`config.mk`:
```
export PLATFORM = sky130hd
export DESIGN_NAME = spart_mmio_bridge
export DESIGN_NICKNAME = d
export VERILOG_FILES = /design/src/rtl/spart_mmio_bridge.sv
export SDC_FILE = /design/constraint.sdc
export NUM_CORES = 1
export LEC_CHECK = 0
export ABC_AREA = 1
export BUFFER_PORTS_ARGS = -buffer_cell sky130_fd_sc_hd__clkbuf_2
export CAP_MARGIN = 20
export CORE_MARGIN = 8
export CORE_UTILIZATION = 43
export DETAILED_ROUTE_END_ITERATION = 10
export GPL_TIMING_DRIVEN = 0
export PLACE_DENSITY = 0.77
export REMOVE_ABC_BUFFERS = 1
export SLEW_MARGIN = 25
export SYNTH_ARGS = -nofsm -noshare
export SYNTH_HDL_FRONTEND = slang
export SYNTH_SLANG_ARGS = --single-unit
export TNS_END_PERCENT = 100
```
`constraint.sdc`:
```
create_clock -name clk -period 2.6 [get_ports clk]
set_clock_uncertainty 0.15 [all_clocks]
set_input_delay 0.13 -clock clk [delete_from_list [all_inputs] [get_ports clk]]
set_output_delay 0.13 -clock clk [all_outputs]
set_load 0.01 [all_outputs]
```
`src/rtl/spart_mmio_bridge.sv`:
```
// CPU-to-SPART memory-mapped bridge: decodes the SPART data/status words and runs the
// valid/ready handshake. Optional BUSY watchdog enabled by SPART_MMIO_TIMEOUT_EN.
module spart_mmio_bridge #(
    parameter logic [27:0] BASE_ADDR      = 28'h800_0000,
    parameter logic [15:0] TIMEOUT_CYCLES = 16'd1024
) (
    input  logic        clk,
    input  logic        rst,
    input  logic        cpu_req,
    input  logic        cpu_we,
    input  logic [27:0] cpu_addr,
    input  logic [31:0] cpu_wdata,
    output logic [31:0] cpu_rdata,
    output logic        cpu_ack,
    output logic        cpu_err,
    output logic        io_rw_data,
    output logic        io_valid_data,
    input  logic        io_ready_data,
    output logic [27:0] mem_addr,
    output logic [31:0] io_wr_data,
    input  logic [31:0] io_rd_data
);
    typedef enum logic [1:0] {IDLE, BUSY, ACK, GAP} state_t;

    state_t      r_state, w_state_nxt;
    logic        r_rw, w_rw_nxt;
    logic [27:0] r_addr, w_addr_nxt;
    logic [31:0] r_wdata, w_wdata_nxt;
    logic [31:0] r_rdata, w_rdata_nxt;
    logic        r_err, w_err_nxt;
    logic        w_mapped;
    logic        w_timeout;

    // Status word is read-only, so a write to it is treated like an unmapped access.
    assign w_mapped = (cpu_addr == BASE_ADDR) ||
                      ((cpu_addr == BASE_ADDR + 28'd1) && !cpu_we);

`ifdef SPART_MMIO_TIMEOUT_EN
    localparam logic [15:0] TMO_LAST = TIMEOUT_CYCLES - 16'd1;
    logic [15:0] r_tmo_cnt;

    always_ff @(posedge clk or posedge rst) begin
        if (rst)
            r_tmo_cnt <= 16'd0;
        else if (r_state == IDLE)
            r_tmo_cnt <= 16'd0;
        else if (r_state == BUSY && !io_ready_data)
            r_tmo_cnt <= r_tmo_cnt + 16'd1;
    end

    assign w_timeout = (r_state == BUSY) && (r_tmo_cnt == TMO_LAST);
`else
    assign w_timeout = 1'b0;
`endif

    always_comb begin
        w_state_nxt = r_state;
        w_rw_nxt    = r_rw;
        w_addr_nxt  = r_addr;
        w_wdata_nxt = r_wdata;
        w_rdata_nxt = r_rdata;
        w_err_nxt   = r_err;
        case (r_state)
            IDLE: begin
                if (cpu_req) begin
                    if (w_mapped) begin
                        w_rw_nxt    = cpu_we;
                        w_addr_nxt  = cpu_addr;
                        w_wdata_nxt = cpu_wdata;
                        w_state_nxt = BUSY;
                    end else begin
                        w_err_nxt   = 1'b1;
                        w_rdata_nxt = 32'd0;
                        w_state_nxt = ACK;
                    end
                end
            end
            BUSY: begin
                // Ready takes priority over a watchdog expiring on the same edge.
                if (io_ready_data) begin
                    w_rdata_nxt = r_rw ? 32'd0 : io_rd_data;
                    w_err_nxt   = 1'b0;
                    w_state_nxt = ACK;
                end else if (w_timeout) begin
                    w_rdata_nxt = 32'd0;
                    w_err_nxt   = 1'b1;
                    w_state_nxt = ACK;
                end
            end
            ACK:     w_state_nxt = GAP;
            GAP:     w_state_nxt = IDLE;
            default: w_state_nxt = IDLE;
        endcase
    end

    always_ff @(posedge clk or posedge rst) begin
        if (rst) begin
            r_state <= IDLE;
            r_rw    <= 1'b0;
            r_addr  <= 28'd0;
            r_wdata <= 32'd0;
            r_rdata <= 32'd0;
            r_err   <= 1'b0;
        end else begin
            r_state <= w_state_nxt;
            r_rw    <= w_rw_nxt;
            r_addr  <= w_addr_nxt;
            r_wdata <= w_wdata_nxt;
            r_rdata <= w_rdata_nxt;
            r_err   <= w_err_nxt;
        end
    end

    // Handshake strobes are decoded from the state register only, so they stay registered.
    assign io_valid_data = (r_state == BUSY);
    assign cpu_ack       = (r_state == ACK);
    assign cpu_err       = r_err;
    assign cpu_rdata     = r_rdata;
    assign io_rw_data    = r_rw;
    assign mem_addr      = r_addr;
    assign io_wr_data    = r_wdata;
endmodule

```
== Word level (Yosys, flattened, before mapping) ==
Index checks and enable logic that the tools add are counted.

* Bits in read-only memories: 0
* Logic and storage cells: 35
* Memories: 0
* RAM bits: 0
* Flip-flop bits (word level): 96
* Bits in latches: 0
* Output and inout port bits: 96

* $lt $le $gt $ge: 0
* Add/sub/neg operators: 0
* Multiply operators: 0
* Shift operators: 0
* Div/mod/pow operators: 0
* Mux-type cells: 13
* Reductions and logical operators: 8
* Bitwise gates (word level): 0
* Equal/unequal tests: 8

{| class="wikitable"
|+ Operators with widths
! operator !! number
|-
| $mux 32 || 4
|-
| $pmux 32 s2 || 1
|-
| $eq 28x28->1 const B || 2
|-
| $pmux 2 s4 || 1
|-
| $mux 2 || 3
|-
| $eq 2x2->1 const B || 2
|-
| $ne 2x2->1 const B || 2
|-
| $reduce_and 4->1 || 1
|-
| $mux 1 || 3
|-
| $reduce_and 3->1 || 1
|-
| $eq 2x1->1 const B || 1
|-
| $logic_not 2->1 || 1
|-
| $ne 2x1->1 const B || 1
|-
| $pmux 1 s2 || 1
|-
| $reduce_and 2->1 || 1
|-
| $reduce_bool 2->1 || 1
|-
| $logic_and 1x1->1 || 1
|-
| $logic_not 1->1 || 1
|-
| $logic_or 1x1->1 || 1
|}

== Logic depth before layout (Yosys ltp) ==
* Depth in word-level cells: 6
* Mapped depth: 10
* Gate-level depth less buffers: 9

== Worst setup path before layout ==
No wires, ideal clock.

* Path kind: register to register
* From: reg r_state[1]
* To: reg r_rdata[0], in the netlist cpu_rdata[0]
* Library setup time: 0.065 ns
* Slack: 0.785 ns
* Stages on the path, launching flop included: 10
* Clock period less this slack: 1.815 ns
* Path buffers: 2
* Data required time: 2.385 ns
* Data arrival time: 1.600 ns
* Path through: dfrtp_1 -> inv_1 -> ha_1 -> inv_1 -> or2_2 -> clkbuf_1 -> clkbuf_1 -> nor2_1 -> nand3_1 -> nand2_1

* Longest elaborated chain between the ends: 3
* Elaborated cells between the ends (all ways): 8

{| class="wikitable"
|+ Ends and longest elaborated chain
! item !! line !! text
|-
| start: declaration || 25 || <nowiki>state_t r_state, w_state_nxt;</nowiki>
|-
| start signal: assignment || 105 || <nowiki>r_state <= w_state_nxt;</nowiki>
|-
| $eq 2x1->1 (*) || n/a ||
|-
| named net io_valid_data || 17 || <nowiki>output logic io_valid_data,</nowiki>
|-
| $ne 2x1->1 (no source line) or $reduce_bool 2->1 (tied branches) || n/a ||
|-
| $reduce_and 4->1 (no source line) || n/a ||
|-
| end signal: assignment || 109 || <nowiki>r_rdata <= w_rdata_nxt;</nowiki>
|-
| end: declaration || 29 || <nowiki>logic [31:0] r_rdata, w_rdata_nxt;</nowiki>
|}

The timed path passes the listed nets; every way through them passes the cells marked *.
A chain may end at the register's enable or synchronous reset.

== Worst setup path after layout ==
* From: reg r_state[0]
* To: reg r_rdata[2], in the netlist cpu_rdata[2]

* Longest elaborated chain between the ends: 3
* Elaborated cells between the ends (all ways): 8

{| class="wikitable"
|+ Ends and longest elaborated chain
! item !! line !! text
|-
| $eq 2x1->1 or $logic_not 2->1 (tied branches) || 63 || <nowiki>case (r_state)</nowiki>
|-
| $ne 2x1->1 (no source line), or another cell as far along || n/a ||
|-
| $reduce_and 4->1 (no source line) || n/a ||
|}

Parallel ways exist; a longest one is shown, timed or not.

==> impl_metrics.ini <==
[run_status]
status = completed

[grt]
grt_pass1_vias = 4324
met3_usage_pct = 3.54
use_met2_pct = 33.5
track_usage_pct = 19.7
antenna_found_initial = 2
met1_usage_pct = 22.5
busiest_layer = met2
grt_max_degree = 62
grt_pass1_wl_um = 20800
overflow = 0

[timing]
max_freq_mhz = 402
relSlewSlack_pct = 40.8
finalHoldViolCount = 0
min_period_ns = 2.49
setup_viol = 0
rsz0062_at_grt = yes
timing.final.crit_share_pct = 95.8
tightest_slew_ns = 0.888
report.final.slew_viol_count = 0

[setup_path]
critPathCaptureType = flop
cp.depth = 6
path_buf_inv = 2
cp.arrival_ns = 2.65
cp_top_family = compound AO/OA/AOI/OAI gates
worst_r2r_path_depth = 6
critPathLaunchType = flop
crit_slowest_cell = a21oi_2
max_stage_delay_ns = 0.74
criticalPathCategory = flop to flop
crit_path_cell_trace = inv_1 > ha_4 > inv_2 > a21oi_2 > nand3_1 > nand2_1
crit_required_ns = 2.76
worst-path-max-fanout = 38

[synth]
synth_edf_count = 0
netlist_top_cells_area = dfrtp_1 (56%), nand2_1 (15%), inv_1 (6.3%), nand4_1 (5.1%), nor2_1 (4.5%)
ys_warn_count = 0
yosysSeqAreaShare_pct = 56.2
synth_seq_cells = 96
syn_area_um2 = 4270
synth.most_common_cell = nand2_1
synth.largest_area_cell = dfrtp_1
synth_top_area_share_pct = 56.2
async_flop_share_pct = 100
postSynthCellCount = 511
synth_flop_cell = dfrtp_1
synth_common_cells = nand2_1 (171), dfrtp_1 (96), inv_1 (72), nor2_1 (51)
syn_avg_cell_area_um2 = 8.36
ys_types = 21

[final_layout]
layout-drive-gt1-share_pct = 29.9
finish.utilization_pct = 63.8
fin_area_um2 = 6200
nets = 858
area_growth_pct = 45.1

[floorplan]
rows = 36
die_x_um = 116
ioPinCount = 193
die_height_um = 116
die_area_um2 = 13400
floorplan.initialDensity_pct = 43.9
core_area_um2 = 9730

[placed_design]
dpl-instance-area_um2 = 5250
io_buffers = 192
dpl.hpwl_um = 8510
gp_congestion = 0.761

[route]
drc = 0
dr.pass1.iters = 5
wire_per_inst_um = 15.2
vias = 4302
vias_per_cell = 4.78
drt_iter0_markers = 315
ant_nets = 0
wirelength_um = 13700

[cts]
clockBufferDepth = 2
numCtsBuffers = 9
htreeDepth = 3
clk_latency_ns = 0.36
cts_tree = done
clk_pin_slew_worst_paths_ns = 0.10
cts.sinks = 96
clock-root-buffer = clkbuf_8

[pwr]
irDropWorstVdd_v = 0.000609
p_leak_nw = 3.86
power_density_nw_per_um2 = 745

[hold_path]
hold_path_depth = 4
hold_class = input pin to flop

[job]
drv_cap = 0
## repair_timing
item,CTS,global route
setup endpoints to repair,33,46
pin swaps,1,1
cloned,1,1
setup buffers,0,3
hold buffers,67,0
resized for setup,3,1
hold endpoints to repair,144,0
## layout by cell type, fill, tap and decap left out
cell type	instances
bufinv_16	1
a21oi_1	2
nor2_1	51
o22ai_2	1
ha_4	1
inv_2	3
ha_1	3
dlygate4sd3_1	67
inv_1	71
nand3_1	35
nand2_4	1
nand2_1	171
a21oi_4	1
diode_2	5
nand4_1	35
clkinv_2	2
nor2_8	1
nand2_2	2
o21ai_0	3
buf_16	1
buf_4	3
clkbuf_8	9
a21oi_2	1
nand3_4	3
inv_6	5
clkbuf_2	192
or2_2	1
dfrtp_1	96
## worst paths after layout
path                          startpoint            end  slack, ns
min                        io_ready_data     r_state[0]       0.06
min reg2reg                 mem_addr[23]   mem_addr[23]       0.32
max in group asynchronous            rst  io_wr_data[3]       1.54
max                           r_state[0]   cpu_rdata[2]       0.11
min in group asynchronous            rst   cpu_rdata[5]       0.15
max reg2reg                   r_state[0]   cpu_rdata[2]       0.11
## logic make-up after synthesis
| kind of cell | share of synthesized area (%) |
|---|---|
| AOI/OAI and AO/OA | 1.26 |
| DFF | 56.2 |
| buffers and inverters | 10.9 |
| and+or+nand+nor | 30.4 |
| adders and majority gates | 1.17 |
## layout make-up
class | count | area (um2)
sequential | 96 | 2400
antenna | 5 | 12.5
fill | 821 | 3530
timing repair buffer | 263 | 1680
tap | 133 | 166
clock inverter | 7 | 75.1
clock buffer | 9 | 124
multi-input combinational | 312 | 1460
inverter | 75 | 287
## worst register-to-register path: cells and delay by family, from the launching register on
family                   cells  cell delay [ns]
AO/OA/AOI/OAI                1             0.74
adder cells (fa/ha/maj)      1             0.49
AND/OR/NAND/NOR              2             0.31
buffers and inverters        2             0.34
flip-flops                   1             0.42
## per-stage QoR
stage                     instances  power [mW]  hold WS [ns]  setup TNS (ns)  setup slack, ns
after floorplan                 481        2.74         0.130          -24.53           -0.204
after global placement          806        3.32         0.221         -173.58            -1.16
after detailed placement        807        3.38        0.0112          -21.48           -0.679
after CTS                       891        4.55        0.0438               0           0.0509
after global routing            897        4.87         0.120         -0.0172          -0.0172
final                           900        4.62        0.0633               0            0.110
## registers in the layout, summed over array words and instances, names as in the netlist
register	flops
cpu_err	1
cpu_rdata	32
io_rw_data	1
io_wr_data	32
mem_addr	28
r_state	2
## per-layer routing
layer	wire (um)	vias to the layer above
met3	979	37
met1	5360	2024
met5	0	-
met2	6940	175
met4	441	0
li1	-	2066
## power breakdown
group / internal, mW / switching (mW)
logic: 0.597 / 1.08
clock network: 0.456 / 0.563
registers: 1.76 / 0.163
total: 2.82 / 1.81
No activity file was read; power rests on OpenSTA's default activity.
